===== config.mk =====
export PLATFORM = sky130hd
export DESIGN_NAME = apb_master_q
export DESIGN_NICKNAME = d
export VERILOG_FILES = /design/src/rtl/apb_master_q.sv
export SDC_FILE = /design/constraint.sdc
export NUM_CORES = 1
export LEC_CHECK = 0
export ABC_CLOCK_PERIOD_IN_PS = 2700
export BUFFER_PORTS_ARGS = -buffer_cell sky130_fd_sc_hd__buf_2
export CORE_MARGIN = 1
export CORE_UTILIZATION = 51
export DETAILED_ROUTE_END_ITERATION = 8
export PLACE_DENSITY = 0.75
export SYNTH_ARGS = -nofsm -noshare
export SYNTH_HDL_FRONTEND = slang
export SYNTH_SLANG_ARGS = --single-unit

===== constraint.sdc =====
create_clock -name PCLK -period 2.7 [get_ports PCLK]
set_clock_uncertainty 0.15 [all_clocks]
set_input_delay 0.27 -clock PCLK [delete_from_list [all_inputs] [get_ports PCLK]]
set_output_delay 0.27 -clock PCLK [all_outputs]
set_load 0.02 [all_outputs]

===== src/rtl/apb_master_q.sv =====
// Queued APB4 master: request FIFO feeding an IDLE/SETUP/ACCESS state machine, one response per transfer.
// Optional wait-state watchdog compiled in with APB_MASTER_Q_TIMEOUT_EN.
module apb_master_q #(
    parameter int ADDR_WIDTH     = 32,
    parameter int DATA_WIDTH     = 32,
    parameter int FIFO_DEPTH     = 4,
    parameter int TIMEOUT_CYCLES = 16,
    localparam int STRB_WIDTH    = DATA_WIDTH / 8
) (
    input  logic                  PCLK,
    input  logic                  PRESETn,
    input  logic                  req_valid,
    output logic                  req_ready,
    input  logic                  req_write,
    input  logic [ADDR_WIDTH-1:0] req_addr,
    input  logic [DATA_WIDTH-1:0] req_wdata,
    input  logic [STRB_WIDTH-1:0] req_strb,
    input  logic [2:0]            req_prot,
    output logic                  rsp_valid,
    output logic [DATA_WIDTH-1:0] rsp_rdata,
    output logic                  rsp_err,
    output logic                  rsp_timeout,
    output logic                  PSEL,
    output logic                  PENABLE,
    output logic                  PWRITE,
    output logic [ADDR_WIDTH-1:0] PADDR,
    output logic [DATA_WIDTH-1:0] PWDATA,
    output logic [STRB_WIDTH-1:0] PSTRB,
    output logic [2:0]            PPROT,
    input  logic [DATA_WIDTH-1:0] PRDATA,
    input  logic                  PREADY,
    input  logic                  PSLVERR
);
    localparam int PTR_W = $clog2(FIFO_DEPTH);

    if ((DATA_WIDTH != 8 && DATA_WIDTH != 16 && DATA_WIDTH != 32) || FIFO_DEPTH < 2 ||
        (FIFO_DEPTH & (FIFO_DEPTH - 1)) != 0 || TIMEOUT_CYCLES < 2) begin : g_bad_param
        $error("apb_master_q: illegal parameter combination");
    end

    typedef struct packed {
        logic                  wr;
        logic [ADDR_WIDTH-1:0] addr;
        logic [DATA_WIDTH-1:0] wdata;
        logic [STRB_WIDTH-1:0] strb;
        logic [2:0]            prot;
    } req_t;

    typedef enum logic [1:0] {S_IDLE, S_SETUP, S_ACCESS} state_t;

    req_t                  r_mem [FIFO_DEPTH];
    logic [PTR_W-1:0]      r_wptr, r_rptr;
    logic [PTR_W:0]        r_count;
    state_t                r_state, w_next;
    logic                  w_full, w_empty, w_push, w_pop, w_done, w_tmo;
    req_t                  w_head;
    logic                  r_pwrite;
    logic [ADDR_WIDTH-1:0] r_paddr;
    logic [DATA_WIDTH-1:0] r_pwdata;
    logic [STRB_WIDTH-1:0] r_pstrb;
    logic [2:0]            r_pprot;
    logic                  r_rsp_valid, r_rsp_err;
    logic [DATA_WIDTH-1:0] r_rsp_rdata;

    assign w_full    = (r_count == (PTR_W + 1)'(FIFO_DEPTH));
    assign w_empty   = (r_count == '0);
    assign w_push    = req_valid && !w_full;
    assign w_head    = r_mem[r_rptr];
    assign req_ready = !w_full;

    // Storage needs no reset; occupancy is tracked by r_count.
    always_ff @(posedge PCLK) begin
        if (w_push)
            r_mem[r_wptr] <= '{wr: req_write, addr: req_addr, wdata: req_wdata,
                               strb: req_strb, prot: req_prot};
    end

    always_ff @(posedge PCLK or negedge PRESETn) begin
        if (!PRESETn) begin
            r_wptr  <= '0;
            r_rptr  <= '0;
            r_count <= '0;
        end else begin
            if (w_push) r_wptr <= r_wptr + 1'b1;
            if (w_pop)  r_rptr <= r_rptr + 1'b1;
            case ({w_push, w_pop})
                2'b10:   r_count <= r_count + 1'b1;
                2'b01:   r_count <= r_count - 1'b1;
                default: r_count <= r_count;
            endcase
        end
    end

`ifdef APB_MASTER_Q_TIMEOUT_EN
    localparam int WCNT_W = $clog2(TIMEOUT_CYCLES);
    logic [WCNT_W-1:0] r_wait;
    logic              r_rsp_timeout;

    // r_wait holds the number of PREADY=0 cycles already spent in this ACCESS phase.
    always_ff @(posedge PCLK or negedge PRESETn) begin
        if (!PRESETn)                              r_wait <= '0;
        else if (r_state == S_SETUP)               r_wait <= '0;
        else if (r_state == S_ACCESS && !PREADY)   r_wait <= r_wait + 1'b1;
    end

    assign w_tmo = (r_state == S_ACCESS) && !PREADY && (r_wait == WCNT_W'(TIMEOUT_CYCLES - 1));

    always_ff @(posedge PCLK or negedge PRESETn) begin
        if (!PRESETn) r_rsp_timeout <= 1'b0;
        else          r_rsp_timeout <= w_tmo;
    end
    assign rsp_timeout = r_rsp_timeout;
`else
    assign w_tmo       = 1'b0;
    assign rsp_timeout = 1'b0;
`endif

    always_ff @(posedge PCLK or negedge PRESETn) begin
        if (!PRESETn) r_state <= S_IDLE;
        else          r_state <= w_next;
    end

    always_comb begin
        w_next = r_state;
        w_pop  = 1'b0;
        w_done = 1'b0;
        case (r_state)
            S_IDLE: begin
                if (!w_empty) begin
                    w_next = S_SETUP;
                    w_pop  = 1'b1;
                end
            end
            S_SETUP: w_next = S_ACCESS;
            S_ACCESS: begin
                if (PREADY || w_tmo) begin
                    w_done = 1'b1;
                    // Chain straight into the next SETUP so queued transfers never idle.
                    if (!w_empty) begin
                        w_next = S_SETUP;
                        w_pop  = 1'b1;
                    end else begin
                        w_next = S_IDLE;
                    end
                end
            end
            default: w_next = S_IDLE;
        endcase
    end

    always_ff @(posedge PCLK or negedge PRESETn) begin
        if (!PRESETn) begin
            r_pwrite <= 1'b0;
            r_paddr  <= '0;
            r_pwdata <= '0;
            r_pstrb  <= '0;
            r_pprot  <= '0;
        end else if (w_pop) begin
            r_pwrite <= w_head.wr;
            r_paddr  <= w_head.addr;
            r_pwdata <= w_head.wdata;
            r_pstrb  <= w_head.wr ? w_head.strb : '0;
            r_pprot  <= w_head.prot;
        end
    end

    always_ff @(posedge PCLK or negedge PRESETn) begin
        if (!PRESETn) begin
            r_rsp_valid <= 1'b0;
            r_rsp_rdata <= '0;
            r_rsp_err   <= 1'b0;
        end else begin
            r_rsp_valid <= w_done;
            r_rsp_rdata <= (w_done && !r_pwrite && !w_tmo) ? PRDATA : '0;
            r_rsp_err   <= w_done && ((PREADY && PSLVERR) || w_tmo);
        end
    end

    assign PSEL      = (r_state != S_IDLE);
    assign PENABLE   = (r_state == S_ACCESS);
    assign PWRITE    = r_pwrite;
    assign PADDR     = r_paddr;
    assign PWDATA    = r_pwdata;
    assign PSTRB     = r_pstrb;
    assign PPROT     = r_pprot;
    assign rsp_valid = r_rsp_valid;
    assign rsp_rdata = r_rsp_rdata;
    assign rsp_err   = r_rsp_err;
endmodule

### Word level (Yosys, flattened, before mapping)

Memory sizes are Yosys's and may differ from the RTL's.
Cells that the tools add are included.
Widths: inputs -> output; s select.

* flip-flop bits (word level): 115
* bits in latches: 0
* memory bits (writable): 288
* ROM bits: 0
* bits of input ports: 109
* output and inout bits: 110
* word-level logic and storage cells: 49
* memories: 1

Memories
* r_mem: words 4, bits a word 72, read ports 1, clocked after memory_dff 0, write ports 1, RTL line 51 `req_t r_mem [FIFO_DEPTH];`

* add/subtract/negate cells: 4
* $mul: 0
* div/mod/pow operators: 0
* $lt $le $gt $ge: 0
* equality and inequality tests: 7
* shift-type cells: 0
* muxes and demuxes: 14
* bitwise gates (word level): 0
* reduce and logical (&&, ||, !) cells: 11

Operators by type and width (number)
* $mux 32: 1
* $mux 1: 7
* $pmux 2 s3: 1
* $pmux 3 s2: 1
* $add 2x1->2 const B: 2
* $eq 2x1->1 const B: 2
* $eq 2x2->1 const B: 2
* $logic_and 1x1->1: 4
* $mux 2: 2
* $mux 4: 1
* $reduce_bool 2->1: 2
* $add 3x1->3 const B: 1
* $eq 3x3->1 const B: 1
* $logic_not 3->1: 1
* $sub 3x1->3 const B: 1
* $logic_not 1->1: 2
* $logic_not 2->1: 1
* $ne 2x1->1 const B: 1
* $ne 2x2->1 const B: 1
* $pmux 1 s2: 1
* $reduce_and 2->1: 1

### Longest topological paths before layout

* depth in word-level cells: 6
* gate-level depth with buffers: 10
* mapped depth without buffers: 9

### Least setup slack after synthesis

Ideal clock, no wire load.

* path type: register to register
* start point: register r_count[2]
* end point: memory r_mem[0][0] in the netlist's numbering, enable pin
* setup time: 0.439 ns
* data arrival time: 2.507 ns
* data required time: 2.111 ns
* slack: -0.395 ns
* stages on the path, launching flop included: 3
* buffers on the path: 0
* clock period less this slack: 3.095 ns
* path through: dfrtp_1 -> or3b_1 -> and3_1

* word-level cells in the longest chain between the ends: 5

RTL lines
* start, declared: RTL line 53 `logic [PTR_W:0] r_count;`
* start signal, assigned: RTL line 87 `2'b10: r_count <= r_count + 1'b1;`
* start signal, assigned: RTL line 88 `2'b01: r_count <= r_count - 1'b1;`
* start signal, assigned: RTL line 89 `default: r_count <= r_count;`
* $eq 3x3->1: RTL line 65 `assign w_full = (r_count == (PTR_W + 1)'(FIFO_DEPTH));`
* $logic_not 1->1
* via req_ready: RTL line 13 `output logic req_ready,`
* $logic_and 1x1->1: RTL line 67 `assign w_push = req_valid && !w_full;`
* $mux 1: RTL line 73 `if (w_push)`
* $mux 1 (not written as such): RTL line 74 `r_mem[r_wptr] <= '{wr: req_write, addr: req_addr, wdata: req_wdata,`
* end, declared: RTL line 51

The timed path passes the listed nets, and every way through them passes these cells.

### Worst setup path after layout

* start point: register r_count[1]
* end point: register r_count[2]

* word-level cells in the longest chain between the ends: 6
* elaborated cells on any way between the ends: 13
* those cells by class: add/sub: 2; eq/ne: 3; mux: 4; reduce/logical: 4

RTL lines
* $logic_not 3->1: RTL line 66 `assign w_empty = (r_count == '0);`
* $mux 1: RTL line 129, 139
* $mux 1: RTL line 136 `if (PREADY || w_tmo) begin`
* $pmux 1 s2: RTL line 127 `case (r_state)`
* $eq 2x1->1 or $eq 2x2->1 (tied branches): RTL line 86 `case ({w_push, w_pop})`
* $pmux 3 s2 or $reduce_bool 2->1 (tied branches)

Several ways; a longest one is shown, not always the timed one.
A chain may end at the register's enable or synchronous reset.

==> impl_metrics.yaml <==
critical_path:
  r2r_cells: 9
  endpoint_kind: "flop"
  start_kind: "flop"
  critPathKind: "flop to flop"
  cp.required_ps: 2990
  crit_arrival_ps: 2690
  crit_fanout: 6
sta:
  drv_slew: 0
  rsz0062_at_grt: "false"
  final_hold_viol_count: 0
  fin_crit_ps: 2400
  fin_crit_sh_pct: 89.0
  max_clock_freq_mhz: 416
  slew_headroom_pct: 60.0
  setup_viol: 0
  worst_pin_slew_ps: 600
  finalSetupTns_ps: 0
pwr:
  internal_power_mw: 15.1
  swShare_pct: 29.3
  seq_power_share_pct: 42.5
  power_mw: 21.4
  ir_drop_uv: 782
  power_leakage_nw: 7.32
  pwr-share-comb_pct: 29.7
  clock_power_share_pct: 27.8
  power_density_nw_per_um2: 1130
  p_sw_mw: 6.28
drt:
  vias: 7441
  initialDrtViolationCount: 423
  via_per_inst: 5.20
  drcViolationCount: 0
  first_pass_iters: 5
  ant_nets: 0
  wl_mm: 28.8
  wl_per_cell_um: 20.1
logic_synthesis:
  syn-cell-area_sq_um: 14700
  synth-seq-cells: 403
  synth-simple-area-share_pct: 2.23
  yosysMostFrequentCell: "edfxtp_1"
  synth_compound_area_share_pct: 0
  yosys.area_share.adder_pct: 0.562
  ys_types: 29
  yosys_warnings: 0
  synth_mux_area_share_pct: 16.7
  synth_top_area_cell: "edfxtp_1"
  synth-main-ff-cell: "edfxtp_1"
  synth.area.top_cells: "edfxtp_1, dfrtp_1, mux4_2, mux2_2, and2_1"
  synth_top_family_by_area: "multiplexers"
  synth_edf_count: 288
  synth_commonest_cells: "edfxtp_1, dfrtp_1, mux4_2"
  yosysTopAreaCellShare_pct: 58.9
  syn-num-nets: 770
  synthCells: 655
  seq_area_frac_synth_pct: 78.5
  avgSynthCellArea_sq_um: 22.4
  synth_xor_area_share_pct: 0.358
  ys_async_sr_fraction_pct: 28.5
finish:
  areaGrowthSynthToFinish_pct: 29.0
  finalInstanceArea_sq_um: 19000
  fillers: 1849
  nNetsFinal: 1132
  layout-drive-gt1-share_pct: 43.4
floorplanning:
  io-pin-count: 219
  coreArea_sq_um: 28100
  start_util_pct: 52.3
  dieWidth_um: 172
  dieArea_sq_um: 29500
  die-height_um: 172
  row_count: 61
global_routing:
  grt_pass1_wl_mm: 43.5
  track_usage_pct: 19.9
  grt_pass1_vias: 8008
  grt_max_degree: 74
  antenna_found_initial: 1
  gr-total-overflow: 0
placement:
  dp_hpwl_mm: 16.4
  portBuffers: 217
  gp_congestion: 0.688
  dpl_cell_area_sq_um: 16400
clock_network:
  ctsResizeCount: 0
  worstSkewPairLatency_ps: 520
  numCtsBuffers: 41
  cts.sinks: 403
  cts_tree: "yes"
  cts.root.buffer_cell: "clkbuf_16"
  clkTransAtPathRegs_ps: 60
  h-tree-depth: 2
  ctsLongestPathBuffers: 3
worst_hold_path:
  hp-class: "input pin to asynchronous set/reset pin"
status:
  status: "completed"
job:
  drv_cap: 0
-- per-stage QoR --
| stage | cells | hold WS, ps | util, % | setup WS, ps |
|---|---|---|---|---|
| floorplan | 655 | -176 | - | 348 |
| global placement | 1244 | 138 | 58.5 | 365 |
| detailed placement | 1244 | 145 | 58.5 | 296 |
| CTS | 1428 | 166 | 67.5 | 278 |
| global route | 1429 | 193 | 67.5 | 144 |
| finish | 1430 | 149 | 67.5 | 298 |
-- worst max-delay path, stage by stage (launching register included) --
cell and delay [ps]:
dfrtp_1 400, or3b_1 480, and2_4 210, inv_1 50, ha_1 180, inv_1 60, fa_1 370, xor2_1 150
nor2_1 110, xor2_1 160
-- cell usage in the layout, fill, tap and decap left out, drive strengths merged --
cell and n:
and2 34, and3 4, and3b 1, buf 239
bufinv 7, clkbuf 53, clkinv 11, clkinvlp 3
conb 1, dfrtp 115, diode 2, dlygate4sd3 108
edfxtp 288, fa 1, ha 5, inv 13
mux2 70, mux2i 5, mux4 72, nand2 4
nor2 2, nor2b 2, nor3 3, nor4b 1
or2 1, or3b 1, xnor2 2, xor2 4
-- state kept, by name (all words and copies together), names as in the netlist --
name and cells:
rsp_valid 1, PWRITE 1, r_count 3, rsp_rdata 32
r_mem 288, PPROT 3, r_rptr 2, r_state 2
PWDATA 32, PADDR 32, rsp_err 1, PSTRB 4
r_wptr 2
-- cells by family (layout without fill, tap and decap cells) --
| logic type | after synthesis | in the layout |
|---|---|---|
| flops | 403 | 403 |
| mux | 147 | 147 |
| simple gates | 53 | 53 |
| buf+inv | 39 | 434 |
| fa+ha+maj | 6 | 6 |
| xor+xnor | 6 | 6 |
| other cells | 1 | 3 |
-- path summary, 6_finish.rpt --
check | start | to | slack (ps)
worst max-delay path | r_count[1] | r_count[2] | 300
worst min-delay path | PRESETn | rsp_rdata[8] | 150
worst max register to register | r_count[1] | r_count[2] | 300
worst min register to register | PADDR[17] | PADDR[17] | 350
max in group asynchronous | PRESETn | rsp_rdata[28] | 1560
min in group PCLK | PRDATA[27] | rsp_rdata[27] | 340
-- power by group through the flow --
| stage | combinational (mW) | clock [mW] | sequential (mW) |
|---|---|---|---|
| 2_1_floorplan | 3.82 | 0 | 9.64 |
| 3_3_place_gp | 6.20 | 0 | 9.13 |
| 3_5_place_dp | 6.31 | 0 | 9.21 |
| 4_1_cts | 6.46 | 6.05 | 9.11 |
| 5_1_grt | 6.84 | 6.28 | 9.27 |
| 6_report | 6.37 | 5.96 | 9.10 |
-- layout make-up --
type                    instances  area (sq um)  area share [%]
diodes                          2          5.00          0.0264
inverters                      11          41.3           0.218
clock buffers                  53          1140            6.03
clock inverters                23           305            1.61
flip-flops and latches        403         11500            60.8
well taps                     378           473            2.50
multi-input cells             213          2950            15.6
repair buffers                347          2500            13.2
-- layer usage --
layer / GRT usage, % / routed length [um] / part of all wire (%) / vias to the layer above
met2: 35.2 / 15100 / 53 / 205
met1: 24.4 / 11400 / 40 / 3861
met3: 4.12 / 1520 / 5.3 / 56
li1: - / - / - / 3319
met4: 6.83 / 716 / 2.5 / 0
met5: 0 / 0 / 0 / -
-- what timing repair did --
item / in CTS / in global routing
buffers inserted: 0 / 0
hold buffers: 108 / 0
hold endpoints to repair: 380 / 0
Power figures use the tool's default switching activity.
